### config.mk
export PLATFORM = sky130hd
export DESIGN_NAME = fetch_stage
export DESIGN_NICKNAME = d
export VERILOG_FILES = /design/src/rtl/fetch_stage.sv
export SDC_FILE = /design/constraint.sdc
export NUM_CORES = 1
export LEC_CHECK = 0
export ABC_AREA = 0
export BUFFER_PORTS_ARGS = -buffer_cell sky130_fd_sc_hd__clkbuf_2
export CORE_MARGIN = 2
export CORE_UTILIZATION = 59
export DETAILED_ROUTE_END_ITERATION = 6
export PLACE_DENSITY = 0.87
export RECOVER_POWER = 25
export SETUP_SLACK_MARGIN = 0.15
export SLEW_MARGIN = 10
export SYNTH_ARGS = -nofsm -noshare
export SYNTH_HDL_FRONTEND = slang
export SYNTH_SLANG_ARGS = --single-unit
### constraint.sdc
create_clock -name clk -period 4.1 [get_ports clk]
set_input_delay 0.205 -clock clk [delete_from_list [all_inputs] [get_ports clk]]
set_output_delay 0.205 -clock clk [all_outputs]
set_load 0.01 [all_outputs]
### src/rtl/fetch_stage.sv
// fetch_stage: PC, synchronous ROM fetch, one-entry skid buffer, redirects.
// Optional FETCH_MISALIGN_CHECK_EN: sticky fault on misaligned redirect.
module fetch_stage #(
  parameter logic [31:0] RESET_PC = 32'h0
) (
  input  logic        clk,
  input  logic        rst,
  output logic [31:0] imem_addr,
  output logic        imem_en,
  input  logic [31:0] imem_dout,
  input  logic        redirect_valid,
  input  logic [31:0] redirect_target,
  input  logic        stall,
  output logic        if_valid,
  output logic [31:0] if_instr,
  output logic [31:0] if_pc,
  output logic        fetch_fault
);

  logic [31:0] pc_q, pc_d;
  logic        resp_pending_q, resp_pending_d;
  logic [31:0] resp_pc_q, resp_pc_d;
  logic        skid_valid_q, skid_valid_d;
  logic [31:0] skid_instr_q, skid_instr_d;
  logic [31:0] skid_pc_q, skid_pc_d;
  logic        fault_q;
  logic [31:0] tgt;
  logic        redir_ok;
  logic        redir_bad;

`ifdef FETCH_MISALIGN_CHECK_EN
  logic fault_d;

  assign tgt       = redirect_target;
  assign redir_ok  = redirect_valid && !fault_q
                     && (tgt[1:0] == 2'b00);
  assign redir_bad = redirect_valid && !fault_q
                     && (tgt[1:0] != 2'b00);
  assign fault_d   = fault_q | redir_bad;

  always_ff @(posedge clk) begin
    if (rst) begin
      fault_q <= 1'b0;
    end else begin
      fault_q <= fault_d;
    end
  end
`else
  assign tgt       = redirect_target & ~32'h3;
  assign redir_ok  = redirect_valid;
  assign redir_bad = 1'b0;
  assign fault_q   = 1'b0;
`endif

  assign fetch_fault = fault_q;

  always_comb begin
    pc_d           = pc_q;
    resp_pending_d = 1'b0;
    resp_pc_d      = resp_pc_q;
    skid_valid_d   = skid_valid_q;
    skid_instr_d   = skid_instr_q;
    skid_pc_d      = skid_pc_q;
    imem_addr      = pc_q;
    imem_en        = 1'b0;
    if (rst) begin
      imem_addr = RESET_PC;
    end else if (redir_ok) begin
      imem_addr      = tgt;
      imem_en        = 1'b1;
      resp_pc_d      = tgt;
      pc_d           = tgt + 32'd4;
      resp_pending_d = 1'b1;
      skid_valid_d   = 1'b0;
    end else if (redir_bad || fault_q) begin
      skid_valid_d = 1'b0;
    end else if (!stall) begin
      imem_en        = 1'b1;
      resp_pc_d      = pc_q;
      pc_d           = pc_q + 32'd4;
      resp_pending_d = 1'b1;
      skid_valid_d   = 1'b0;
    end else if (resp_pending_q && !skid_valid_q) begin
      // stalled ROM word would be lost next edge; park it
      skid_valid_d = 1'b1;
      skid_instr_d = imem_dout;
      skid_pc_d    = resp_pc_q;
    end
  end

  assign if_valid = (skid_valid_q || resp_pending_q)
                    && !rst && !fault_q
                    && !redir_ok && !redir_bad;

  assign if_instr = !if_valid    ? 32'h0 :
                    skid_valid_q ? skid_instr_q : imem_dout;
  assign if_pc    = !if_valid    ? 32'h0 :
                    skid_valid_q ? skid_pc_q : resp_pc_q;

  always_ff @(posedge clk) begin
    if (rst) begin
      pc_q           <= RESET_PC;
      resp_pending_q <= 1'b0;
      resp_pc_q      <= RESET_PC;
      skid_valid_q   <= 1'b0;
      skid_instr_q   <= 32'h0;
      skid_pc_q      <= 32'h0;
    end else begin
      pc_q           <= pc_d;
      resp_pending_q <= resp_pending_d;
      resp_pc_q      <= resp_pc_d;
      skid_valid_q   <= skid_valid_d;
      skid_instr_q   <= skid_instr_d;
      skid_pc_q      <= skid_pc_d;
    end
  end

endmodule

==> impl_metrics.ini <==
[timing]
final_period_minus_worst_setup_slack_ps = 3120
final_min_period_over_clock_period_pct = 76.2
fmax_ghz = 0.320
report.final.slew_viol_count = 120
timing.final.hold_violations = 0
setup_tns_ps = 0
timing.max_slew.rel_slack_pct = -22.9
rsz0062_at_grt = no
final-setup-viol-count = 0
timing_worst_slew_pin_value_ps = 1840
finalClockSkew_ps = 6.86

[layout]
area_growth_pct = 19.2
final_design_area_no_fill_um2 = 8460
layout_commonest_cell = sky130_fd_sc_hd__nand2_1
postLayoutCoreUtil_pct = 71.3
final_layout_size_suffix_gt1_share_pct = 20.6
antennaDiodeCount = 0
nets = 1102
mostFrequentLayoutCells = sky130_fd_sc_hd__nand2_1 (171), sky130_fd_sc_hd__clkbuf_2 (151), sky130_fd_sc_hd__nor2_1 (146)

[clock_tree]
tritoncts_num_sinks = 124
post_cts_hold_buffer_count = 0
cts.repair.resized = 0
ctsRootBufferMaster = sky130_fd_sc_hd__clkbuf_16
tritoncts.num_buffers = 17
cts.repair_timing.setup_buffer_count = 0
h-tree-depth = 4
max-clock-path-buffers = 2
tritoncts = done
clock_insertion_delay_worst_skew_ps = 410
clk_pin_slew_worst_paths_ps = 60

[floorplan]
floorplan.rows = 40
num_io_pins = 167
floorplan.die.width_um = 114
start_util_pct = 59.8
die_height_um = 114
floorplan.core_area_um2 = 11900
die-area_um2 = 12900

[place]
hpwl_mm = 12.3
place_area_um2 = 7850
place.port_buffers = 159
global_placer_s_final_weighted_congestion = 0.899

[power_and_ir_drop]
internal-power_mw = 2.51
power_frac_seq_pct = 39.3
gate_power_share_pct = 12.5
total_switching_power_mw = 0.846
powerDensity_nw_per_um2 = 396
power.static_leakage_nw = 3.41
power.switching_fraction_pct = 25.2
peak_supply_drop_mv = 0.218
power_frac_clock_pct = 48.2

[run_status]
outcome = complete, but fails checks
violations = max-capacitance violations, max-slew violations

[route]
ant_nets = 0
detail_route.wirelength_mm = 18.9
drtPass1Iterations = 6
route.detailed.wl_per_inst_um = 15.8
dr_total_vias = 6914
drt-initial-drc-count = 860
detail_route.vias_per_cell = 5.80
detail_route.drc_violations = 0

[critical_path]
worstSetupStartpointType = primary input
critical_path_peak_fanout = 65
reg2reg_to = pc_q[26]$_SDFFE_PP0N_
critPathCaptureType = register
critPathArrivalTime_ps = 3460
reg2reg_depth = 9
path_class = in2reg
worstPathRequired_ps = 4440
ff2ff_setup_slack_ps = 1340
worst_r2r_startpoint = pc_q[2]$_SDFFE_PP0N_

[yosys]
seq_area_frac_synth_pct = 35.0
synth_area_um2 = 7100
synth_edf_count = 0
avgSynthCellArea_um2 = 7.76
synthCells = 914
synth_seq_cells = 124
synth_top_flop_cell = sky130_fd_sc_hd__dfxtp_1
synth.distinct_cells = 59
synth-async-reset-ratio_pct = 0
synth-warning-count = 0

[global_routing]
grt_pass1_vias = 6169
track_usage_pct = 28.6
grt_start_max_net_pins = 94
grt_pass1_wl_mm = 30.0
globalRoute.totalOverflow = 0
antenna_found_initial = 0

[hold_path]
whs_endpoint = skid_instr_q[7]$_SDFFE_PP0P_
min_from = imem_dout[7]
holdPathStages = 3
hold_path.class = in2reg

[job]
maxCapViolations = 2
## power by group through the flow
stage / clock network (mW) / registers (mW) / logic, mW
2_1_floorplan: 0 / 1.32 / 0.287
3_3_place_gp: 0 / 1.34 / 0.403
3_5_place_dp: 0 / 1.34 / 0.412
4_1_cts: 1.63 / 1.31 / 0.417
5_1_grt: 1.68 / 1.32 / 0.459
6_report: 1.62 / 1.32 / 0.418
## Yosys cell counts (all sizes together), types with 12 or more instances
| master | number | area, µm² |
|---|---|---|
| nor2 | 146 | 548 |
| buf | 21 | 139 |
| nand3b | 12 | 115 |
| nor3 | 13 | 65.1 |
| nand3 | 17 | 103 |
| a21oi | 98 | 498 |
| a211oi | 25 | 188 |
| mux2i | 103 | 1030 |
| nand2 | 172 | 648 |
| xor2 | 18 | 158 |
| xnor2 | 20 | 175 |
| dfxtp | 124 | 2480 |
| nand4 | 12 | 93.8 |
| clkbuf | 53 | 203 |
## per-stage QoR
stage / setup slack [ps] / instances / hold slack [ps] / total power [mW]
global placement: 1450 / 1161 / 441 / 1.74
floorplan: 1350 / 918 / 341 / 1.61
detailed placement: 1350 / 1161 / 446 / 1.75
global route: 757 / 1193 / 22.0 / 3.47
CTS: 1380 / 1193 / 9.92 / 3.37
finish: 977 / 1193 / 20.8 / 3.35
## how the worst max path moves through the flow
stage,from,to,slack [ps],cells past startpoint
global route,redirect_valid,pc_q[26]$_SDFFE_PP0N_,760,8
detailed placement,redirect_valid,pc_q[26]$_SDFFE_PP0N_,1350,8
floorplan,redirect_valid,pc_q[20]$_SDFFE_PP0N_,1350,15
global placement,redirect_valid,pc_q[26]$_SDFFE_PP0N_,1450,8
CTS,pc_q[2]$_SDFFE_PP0N_,pc_q[26]$_SDFFE_PP0N_,1380,9
finish,redirect_valid,pc_q[26]$_SDFFE_PP0N_,980,8
## final cells by class
type                            instances  area, µm²
Clock buffer                           21        482
Timing Repair Buffer                  170        853
Fill cell                             920       3400
Multi-Input combinational cell        714       4270
Tap cell                              147        184
Sequential cell                       124       2490
Clock inverter                         11        163
Inverter                                6       22.5
## logic make-up after synthesis
| group | Yosys count | synth area share, % |
|---|---|---|
| multiplexers | 108 | 15.3 |
| XOR/XNOR | 38 | 4.69 |
| AO/OA/AOI/OAI | 155 | 13.5 |
| adder cells (fa/ha/maj) | 1 | 0.176 |
| buffers and inverters | 80 | 5.13 |
| flip-flops | 124 | 35.0 |
| AND/OR/NAND/NOR | 407 | 26.1 |
| other | 1 | 0.0528 |
## flip-flops by register name, summed over array words and instances, names as in the netlist
| name | count |
|---|---|
| pc_q | 30 |
| skid_pc_q | 30 |
| resp_pc_q | 30 |
| skid_valid_q | 1 |
| skid_instr_q | 32 |
| resp_pending_q | 1 |
## metal layers
layer,part of all wire [%],vias to the layer above,global-route usage [%]
met1,43,3189,39.3
met5,0,-,0
li1,-,3370,-
met4,1.5,0,8.37
met2,47,322,45.1
met3,8.2,33,6.59
## worst max-delay path, stage by stage
cell	delay [ps]
sky130_fd_sc_hd__clkbuf_1	260
sky130_fd_sc_hd__clkbuf_2	1020
sky130_fd_sc_hd__nand3_1	330
sky130_fd_sc_hd__a22oi_4	470
sky130_fd_sc_hd__nand3_4	210
sky130_fd_sc_hd__or4_1	540
sky130_fd_sc_hd__a31oi_1	180
sky130_fd_sc_hd__a21boi_2	220
(Power assumes the default switching activity.)
